## src/rtl/div_unit.sv

```systemverilog
// Iterative radix-2 restoring divider producing MIPS-style HI (remainder)
// and LO (quotient) write values. One quotient bit per cycle, WIDTH cycles.
//
// state  | meaning
// -------+------------------------------------------------------------
// S_IDLE | waiting for start; hi_o/lo_o hold the last result
// S_BUSY | shifting out one quotient bit per cycle, busy asserted
// S_DONE | one-cycle result strobe; a new start may be accepted here
module div_unit #(
  parameter int WIDTH = 32
) (
  input  logic             clk,
  input  logic             rst,
  input  logic             start,
  input  logic             signed_en,
  input  logic             cancel,
  input  logic [WIDTH-1:0] dividend,
  input  logic [WIDTH-1:0] divisor,
  output logic             busy,
  output logic             done,
  output logic [WIDTH-1:0] hi_o,
  output logic [WIDTH-1:0] lo_o
);

  localparam int CW = (WIDTH > 1) ? $clog2(WIDTH) : 1;
  localparam logic [CW-1:0]    CNT_INIT = CW'(WIDTH - 1);
  localparam logic [CW-1:0]    CNT_ONE  = CW'(1);
  localparam logic [WIDTH-1:0] ONE      = WIDTH'(1);

  typedef enum logic [1:0] {
    S_IDLE = 2'd0,
    S_BUSY = 2'd1,
    S_DONE = 2'd2
  } state_t;

  state_t state, state_next;

  logic [WIDTH-1:0] rem_q;
  logic [WIDTH-1:0] quo_q;
  logic [WIDTH-1:0] dvs_q;
  logic [CW-1:0]    cnt_q;
  logic             neg_quo_q;
  logic             neg_rem_q;

  logic             accept;
  logic             div_zero;
  logic             dvd_neg;
  logic             dvs_neg;
  logic [WIDTH-1:0] dvd_mag;
  logic [WIDTH-1:0] dvs_mag;
  logic [WIDTH:0]   rem_shift;
  logic [WIDTH:0]   diff;
  logic             q_bit;
  logic [WIDTH-1:0] rem_step;
  logic [WIDTH-1:0] quo_step;
  logic [WIDTH-1:0] rem_fix;
  logic [WIDTH-1:0] quo_fix;

  // A new operation is only taken outside BUSY and never alongside cancel.
  assign accept   = (state != S_BUSY) && start && !cancel;
  assign div_zero = (divisor == '0);

  // Both flags decode the state register only, so no input reaches them.
  assign busy = (state == S_BUSY);
  assign done = (state == S_DONE);

  // State register.
  always_ff @(posedge clk) begin
    if (rst) state <= S_IDLE;
    else     state <= state_next;
  end

  // Next-state logic; cancel dominates start, divide-by-zero skips BUSY.
  always_comb begin
    state_next = state;
    case (state)
      S_IDLE, S_DONE: begin
        if (accept) state_next = div_zero ? S_DONE : S_BUSY;
        else        state_next = S_IDLE;
      end
      S_BUSY: begin
        if (cancel)               state_next = S_IDLE;
        else if (cnt_q == '0)     state_next = S_DONE;
        else                      state_next = S_BUSY;
      end
      default: state_next = S_IDLE;
    endcase
  end

  // Operand magnitudes and one restoring step, plus the final sign fix-up.
  always_comb begin
    dvd_neg   = signed_en & dividend[WIDTH-1];
    dvs_neg   = signed_en & divisor[WIDTH-1];
    dvd_mag   = dvd_neg ? (~dividend + ONE) : dividend;
    dvs_mag   = dvs_neg ? (~divisor + ONE) : divisor;
    rem_shift = {rem_q, quo_q[WIDTH-1]};
    diff      = rem_shift - {1'b0, dvs_q};
    q_bit     = ~diff[WIDTH];
    rem_step  = q_bit ? diff[WIDTH-1:0] : rem_shift[WIDTH-1:0];
    quo_step  = {quo_q[WIDTH-2:0], q_bit};
    quo_fix   = neg_quo_q ? (~quo_step + ONE) : quo_step;
    rem_fix   = neg_rem_q ? (~rem_step + ONE) : rem_step;
  end

  // Datapath: latch on accept, iterate in BUSY, publish result only on the
  // edge that enters DONE so hi_o/lo_o hold between operations.
  always_ff @(posedge clk) begin
    if (rst) begin
      rem_q     <= '0;
      quo_q     <= '0;
      dvs_q     <= '0;
      cnt_q     <= '0;
      neg_quo_q <= 1'b0;
      neg_rem_q <= 1'b0;
      hi_o      <= '0;
      lo_o      <= '0;
    end else if (accept) begin
      rem_q     <= '0;
      quo_q     <= dvd_mag;
      dvs_q     <= dvs_mag;
      cnt_q     <= CNT_INIT;
      neg_quo_q <= dvd_neg ^ dvs_neg;
      neg_rem_q <= dvd_neg;
      if (div_zero) begin
        hi_o <= dividend;
        lo_o <= '1;
      end
    end else if (state == S_BUSY && !cancel) begin
      rem_q <= rem_step;
      quo_q <= quo_step;
      cnt_q <= cnt_q - CNT_ONE;
      if (cnt_q == '0) begin
        hi_o <= rem_fix;
        lo_o <= quo_fix;
      end
    end
  end

endmodule

```

## config.mk

```make
export PLATFORM = sky130hd
export DESIGN_NAME = div_unit
export DESIGN_NICKNAME = d
export VERILOG_FILES = /design/src/rtl/div_unit.sv
export SDC_FILE = /design/constraint.sdc
export NUM_CORES = 1
export LEC_CHECK = 0
export BUFFER_PORTS_ARGS = -buffer_cell sky130_fd_sc_hd__buf_4
export CORE_AREA = 5 5 155 157
export DETAILED_ROUTE_END_ITERATION = 6
export DIE_AREA = 0 0 160 162
export GPL_TIMING_DRIVEN = 0
export HOLD_SLACK_MARGIN = 0.05
export MAX_ROUTING_LAYER = met4
export PLACE_DENSITY = 0.73
export SLEW_MARGIN = 30
export SYNTH_ARGS = -nofsm -noshare
export SYNTH_HDL_FRONTEND = slang
export SYNTH_SLANG_ARGS = --single-unit
```

## constraint.sdc

```tcl
create_clock -name clk -period 6 [get_ports clk]
set_input_delay 0.9 -clock clk [delete_from_list [all_inputs] [get_ports clk]]
set_output_delay 0.9 -clock clk [all_outputs]
set_load 0.02 [all_outputs]
```

# Word level (Yosys, flattened, before mapping)
# Cells that the tools add are included.
[totals]
output_inout_bits = 66
inputBits = 69
word_cells = 61
reg_bits = 169
[op_classes]
mux = 22
bitwise_logic = 8
eq_ne = 4
addsub = 6
n_reduce_logical = 12
[op_table]
columns = ["operator", "n"]
rows = [
  ["32-bit two-way mux", 15],
  ["32-bit by 1-bit adder with 32-bit output (second input constant)", 4],
  ["32-bit inverter", 4],
  ["33-bit by 32-bit subtractor with 33-bit output", 1],
  ["32-bit logical NOT", 1],
  ["5-bit two-way mux", 2],
  ["2-bit two-way mux", 4],
  ["5-bit logical NOT", 1],
  ["5-bit by 1-bit subtractor with 5-bit output (second input constant)", 1],
  ["2-bit by 1-bit inequality test with 1-bit output (second input constant)", 2],
  ["2-bit one-hot mux with 2 select lines", 1],
  ["2-bit nonzero test", 2],
  ["2-bit OR reduction", 2],
  ["1-bit logical AND", 3],
  ["3-bit AND reduction", 1],
  ["1-bit bitwise AND", 2],
  ["2-bit by 1-bit == test with 1-bit output (second input constant)", 1],
  ["2-bit == test (second input constant)", 1],
  ["2-bit logical NOT", 1],
  ["1-bit logical NOT", 1],
  ["1-bit inverter", 1],
  ["1-bit XOR", 1],
]

# Logic depth before layout (Yosys ltp)
[depth]
ltp_word = 8
depth_mapped = 25
depth_no_buf = 22

# Worst setup path after synthesis
# No wires, ideal clock.
[synth_path]
path_kind = "register to register"
start = "register quo_q[31]"
end = "register hi_o[28]"
slack_ns = 1.474
setup_ns = 0.087
t_required_ns = 5.913
path_stages_with_launch = 26
path_buffers = 3
period_less_slack_ns = 4.526
arrival_time_ns = 4.440
cell_sequence = "dfxtp_1 > inv_1 > ha_1 > inv_1 > fa_1 > a211oi_2 > o211ai_2 > nand4_1 > a21oi_2 > o21a_1 > nor2_2 > inv_1 > buf_2 > buf_2 > buf_2 > nand2_1 > o21ai_0 > inv_1 > ha_1 > nand2_1 > nor3_1 > a41oi_1 > a2111oi_4 > a31oi_1 > xor2_1 > a221oi_2"
[synth_between]
elab_chain_len = 8
[synth_lines]
columns = ["element", "line_no", "source"]
rows = [
  ["from (decl)", "39", "logic [WIDTH-1:0] quo_q;"],
  ["from (signal assigned)", "119", "quo_q <= dvd_mag;"],
  ["from (signal assigned)", "130", "quo_q <= quo_step;"],
  ["33-bit by 32-bit subtractor with 33-bit output", "97", "diff = rem_shift - {1'b0, dvs_q};"],
  ["32-bit two-way mux (*)", "99", "rem_step = q_bit ? diff[WIDTH-1:0] : rem_shift[WIDTH-1:0];"],
  ["32-bit inverter", "102", "rem_fix = neg_rem_q ? (~rem_step + ONE) : rem_step;"],
  ["32-bit by 1-bit adder with 32-bit output", "102", ""],
  ["32-bit two-way mux (*)", "102", ""],
  ["32-bit two-way mux (*)", "132", "if (cnt_q == '0) begin"],
  ["32-bit two-way mux (*)", "128", "end else if (state == S_BUSY && !cancel) begin"],
  ["32-bit two-way mux (*)", "117", "end else if (accept) begin"],
  ["to (signal assigned)", "125", "hi_o <= dividend;"],
  ["to (signal assigned)", "133", "hi_o <= rem_fix;"],
  ["to (decl)", "21", "output logic [WIDTH-1:0] hi_o,"],
]
# Mark *: on every way between the ends. The rest lies on a longest branch, timed or not. The select of a mux whose other input is x is not followed.
# A chain may end at the register's enable or synchronous reset.

# Final worst setup path
# Ends and elaborated chain as after synthesis.

==> summary.md <==
| Metric | Value |
|---|---|
| Status | `finished, final reports clean` |
| Hold Crit Class | `reg2reg` |
| Net switching power | `~1.4 mW` |
| Register area share after synthesis | `28.51%` |
| Post-DP HPWL | `35,250 um` |
| Top-area cell type share of the netlist area | `28.51%` |
| R2R cell count | `25` |
| Hold buffers post-CTS | `0` |
| DR WL/cell | `21.98 um` |
| Initial core utilization | `between 50 and 60%` |
| DRT iter0 DRCs | `about 1,200` |
| Critical Path Source Type | `flop` |
| Routability cong. | `1.010` |
| Syn. warnings | `0` |
| Power per cell area | `254.8 nW/um2` |
| Layout cells sized above 1 | `between 10% and 20%` |
| # diodes | `0` |
| Worst endpoint required time | `approximately 6400 ps` |
| Post-Syn Instances | `approximately 1,600` |
| Arr. time, crit path | `around 6000 ps` |
| Post-layout min period | `5702 ps` |
| Pwr Total | `3.535 mW` |
| Global route overflow | `0` |
| Dominant cells by area after synthesis | `dfxtp_1, a211oi_1, nor2_1` |
| Post-synth top flop | `dfxtp_1` |
| Critical Path Fanout Max | `10` |
| TritonCTS clock tree | `yes` |
| Max Cap Viol | `0` |
| #FFs+latches synth | `169` |
| Final Setup Violations | `0` |
| Die Y | `162 um` |
| Slew @ Worst Pin | `~890 ps` |
| Initial antenna violation count | `0` |
| First-pass GRT wire length | `between 60,000 and 70,000 um` |
| Synth unique cells | `90` |
| Wirelength, routed | `about 44,000 um` |
| I/O pins | `roughly 140` |
| CTS sink cnt | `roughly 170` |
| Drt drc | `0` |
| Number of port buffers | `134` |
| H-tree lvl count | `4` |
| Net Count, Synth | `about 1,700` |
| Drt first pass iters | `7` |
| Hold Crit Depth | `2` |
| Clock Latency Late Sink | `450 ps` |
| Final Hold Viols | `0` |
| EDFF count, synth | `0` |
| Logic gate share of total power | `about a third` |
| Post-Layout Cell Count | `between 2,000 and 2,500` |
| Setup skew after layout | `13.55 ps` |
| Dpl cells | `between 1,500 and 2,000` |
| Row count | `55` |
| CTS Root Buffer Type | `clkbuf_16` |
| Flop pwr share | `34.2%` |
| Fin. max-slew vios | `0` |
| All-Layer GR Usage | `between 30 and 40%` |
| Die Wd | `roughly 160 um` |
| Cell taking the most area after synthesis | `dfxtp_1` |
| Relative slew slack | `roughly two fifths` |
| Leak | `slightly above 5 nW` |
| Vias per Instance | `approximately 6.3` |
| Layout Nets | `roughly 1,800` |
| Syn-to-layout area delta | `16.88%` |
| Dpl cell area | `between 10,000 and 15,000 um2` |
| Average size of a mapped cell | `about 7.6 um2` |
| Final Cell Area | `13,870 um2` |
| Vias in the first global route | `around 12,000` |
| Post-Syn Area | `11,870 um2` |
| Net Sw Frac | `between 30% and 40%` |
| Peak supply drop | `0.0001914 V` |
| Clk pwr share | `around a third` |
| Internal power | `2.149 mW` |
| Die area | `around 26,000 um2` |
| Core area | `roughly 22,000 um2` |
| Share of flip-flops with an asynchronous set or reset | `0%` |
| F_max | `about 0.18 GHz` |
| Clk buf depth | `2` |
| Tcrit/Tclk final | `95.04%` |
| Via count | `approximately 13,000` |
| Crit Path Category | `reg2reg` |
| DRT antenna net count | `0` |
| Pin count of the biggest net entering global routing | `19` |
| Critical Path End Type | `flop` |
| CTS Buf Count | `17` |
| Register clock-pin slew on the reported worst setup and hold paths | `roughly 70 ps` |
-- area by class of cell --
cell class,instances,area [um2]
buffer,103,439.2
clock buffer,18,429.2
clock inverter,14,150.1
fill,2093,8494
inverter,61,229.0
multi-input combinational,1229,7878
sequential,169,3383
tap,285,356.6
timing repair buffer,134,1006
-- synth_stat cells (5+ instances only) --
| master | number |
|---|---|
| dfxtp_1 | 169 |
| a21oi_2 | 6 |
| nand3_1 | 24 |
| inv_1 | 60 |
| a311oi_1 | 16 |
| buf_1 | 8 |
| o31ai_1 | 26 |
| o21a_1 | 6 |
| nand2_1 | 133 |
| mux2i_1 | 20 |
| ha_1 | 37 |
| o21ai_0 | 68 |
| nand3b_1 | 6 |
| nor2_1 | 237 |
| o21ai_1 | 11 |
| clkbuf_1 | 68 |
| buf_2 | 23 |
| o41ai_1 | 7 |
| o22ai_1 | 7 |
| xnor2_1 | 57 |
| a31oi_1 | 19 |
| o211ai_1 | 8 |
| a21oi_1 | 118 |
| nor3_1 | 33 |
| a211oi_1 | 122 |
| and3_1 | 5 |
| nand4_1 | 11 |
| nor2b_1 | 9 |
| or2_2 | 6 |
| o31a_1 | 6 |
| a221oi_2 | 5 |
| nor4_1 | 12 |
| or4_1 | 13 |
| nand2b_1 | 13 |
| or3_1 | 23 |
| a21o_1 | 9 |
| xor2_1 | 71 |
-- power groups by stage --
stage / clock network [mW] / registers (mW) / logic (mW)
2_1_floorplan: 0 / 1.23 / 0.793
3_3_place_gp: 0 / 1.23 / 1.15
3_5_place_dp: 0 / 1.23 / 1.16
4_1_cts: 1.10 / 1.21 / 1.17
5_1_grt: 1.16 / 1.22 / 1.30
6_report: 1.11 / 1.21 / 1.21
-- cell families after synthesis --
| group | share of synthesized area [%] |
|---|---|
| compound gates | 28.41 |
| xor+xnor | 9.447 |
| fa+ha+maj | 4.070 |
| buf+inv | 5.588 |
| flops | 28.51 |
| mux | 1.971 |
| simple gates | 22.00 |
-- registers in the layout, summed over array words and instances, names as in the netlist --
| register | cells |
|---|---|
| cnt_q | 5 |
| dvs_q | 32 |
| hi_o | 32 |
| lo_o | 32 |
| neg_quo_q | 1 |
| neg_rem_q | 1 |
| quo_q | 32 |
| rem_q | 32 |
| state | 2 |
-- routing by layer --
layer,vias to the layer above,GRT usage (%),share of wire [%]
met1,5964,46.32,44
met2,656,49.27,43
met3,77,9.033,11
met4,0,7.978,2.1
met5,-,-,0
li1,5962,-,-
-- through the flow --
stage | setup slack, ps | hold slack [ps] | util [%] | TNS [ps]
after detailed placement | 24.47 | 452.1 | 59.16 | 0
after global routing | -29.02 | 508.4 | 62.02 | -29.02
after floorplan | 1474 | 431.9 | - | 0
after global placement | 88.35 | 445.8 | 59.16 | 0
after CTS | 45.17 | 459.5 | 61.78 | 0
final | 297.6 | 460.1 | 62.02 | 0
-- final timing paths --
kind	end	slack, ps	from
max	hi_o[28]	300	quo_q[31]
min	dvs_q[31]	460	dvs_q[31]
max reg2reg	hi_o[28]	300	quo_q[31]
min reg2reg	dvs_q[31]	460	dvs_q[31]
-- timing repair --
| item | CTS | global route |
|---|---|---|
| pin swaps | 0 | 1 |
| buffers inserted | 0 | 0 |
| gates cloned | 0 | 0 |
| endpoints found under the setup margin | 1 | 15 |
| resized for setup | 1 | 9 |
-- cells in the final DEF (no fill, tap or decap), types with 24 or more instances in the layout --
master,count
nand2_1,133
inv_1,60
o21ai_0,68
a211oi_1,121
xnor2_1,57
buf_4,137
ha_1,37
nor2_1,237
nand3_1,24
xor2_1,71
a21oi_1,118
o31ai_1,26
clkbuf_1,69
nor3_1,30
dfxtp_1,169
-- worst max-delay path: stages, from the launching register on --
cell and delay (ps):
dfxtp_1 340, inv_1 80, ha_1 170, inv_1 60, fa_1 430, a211oi_2 310, o211ai_2 210, nand4_1 250
a21oi_2 120, o21a_1 230, nor2_4 260, inv_1 160, buf_2 250, clkbuf_4 250, clkbuf_4 250, nand2_1 90
o21ai_0 150, inv_1 90, ha_1 240, nand2_1 120, nor3_4 280, a41oi_4 230, a2111oi_4 430, a31oi_1 150
xor2_1 190, a221oi_2 230
Power figures use the tool's default switching activity.
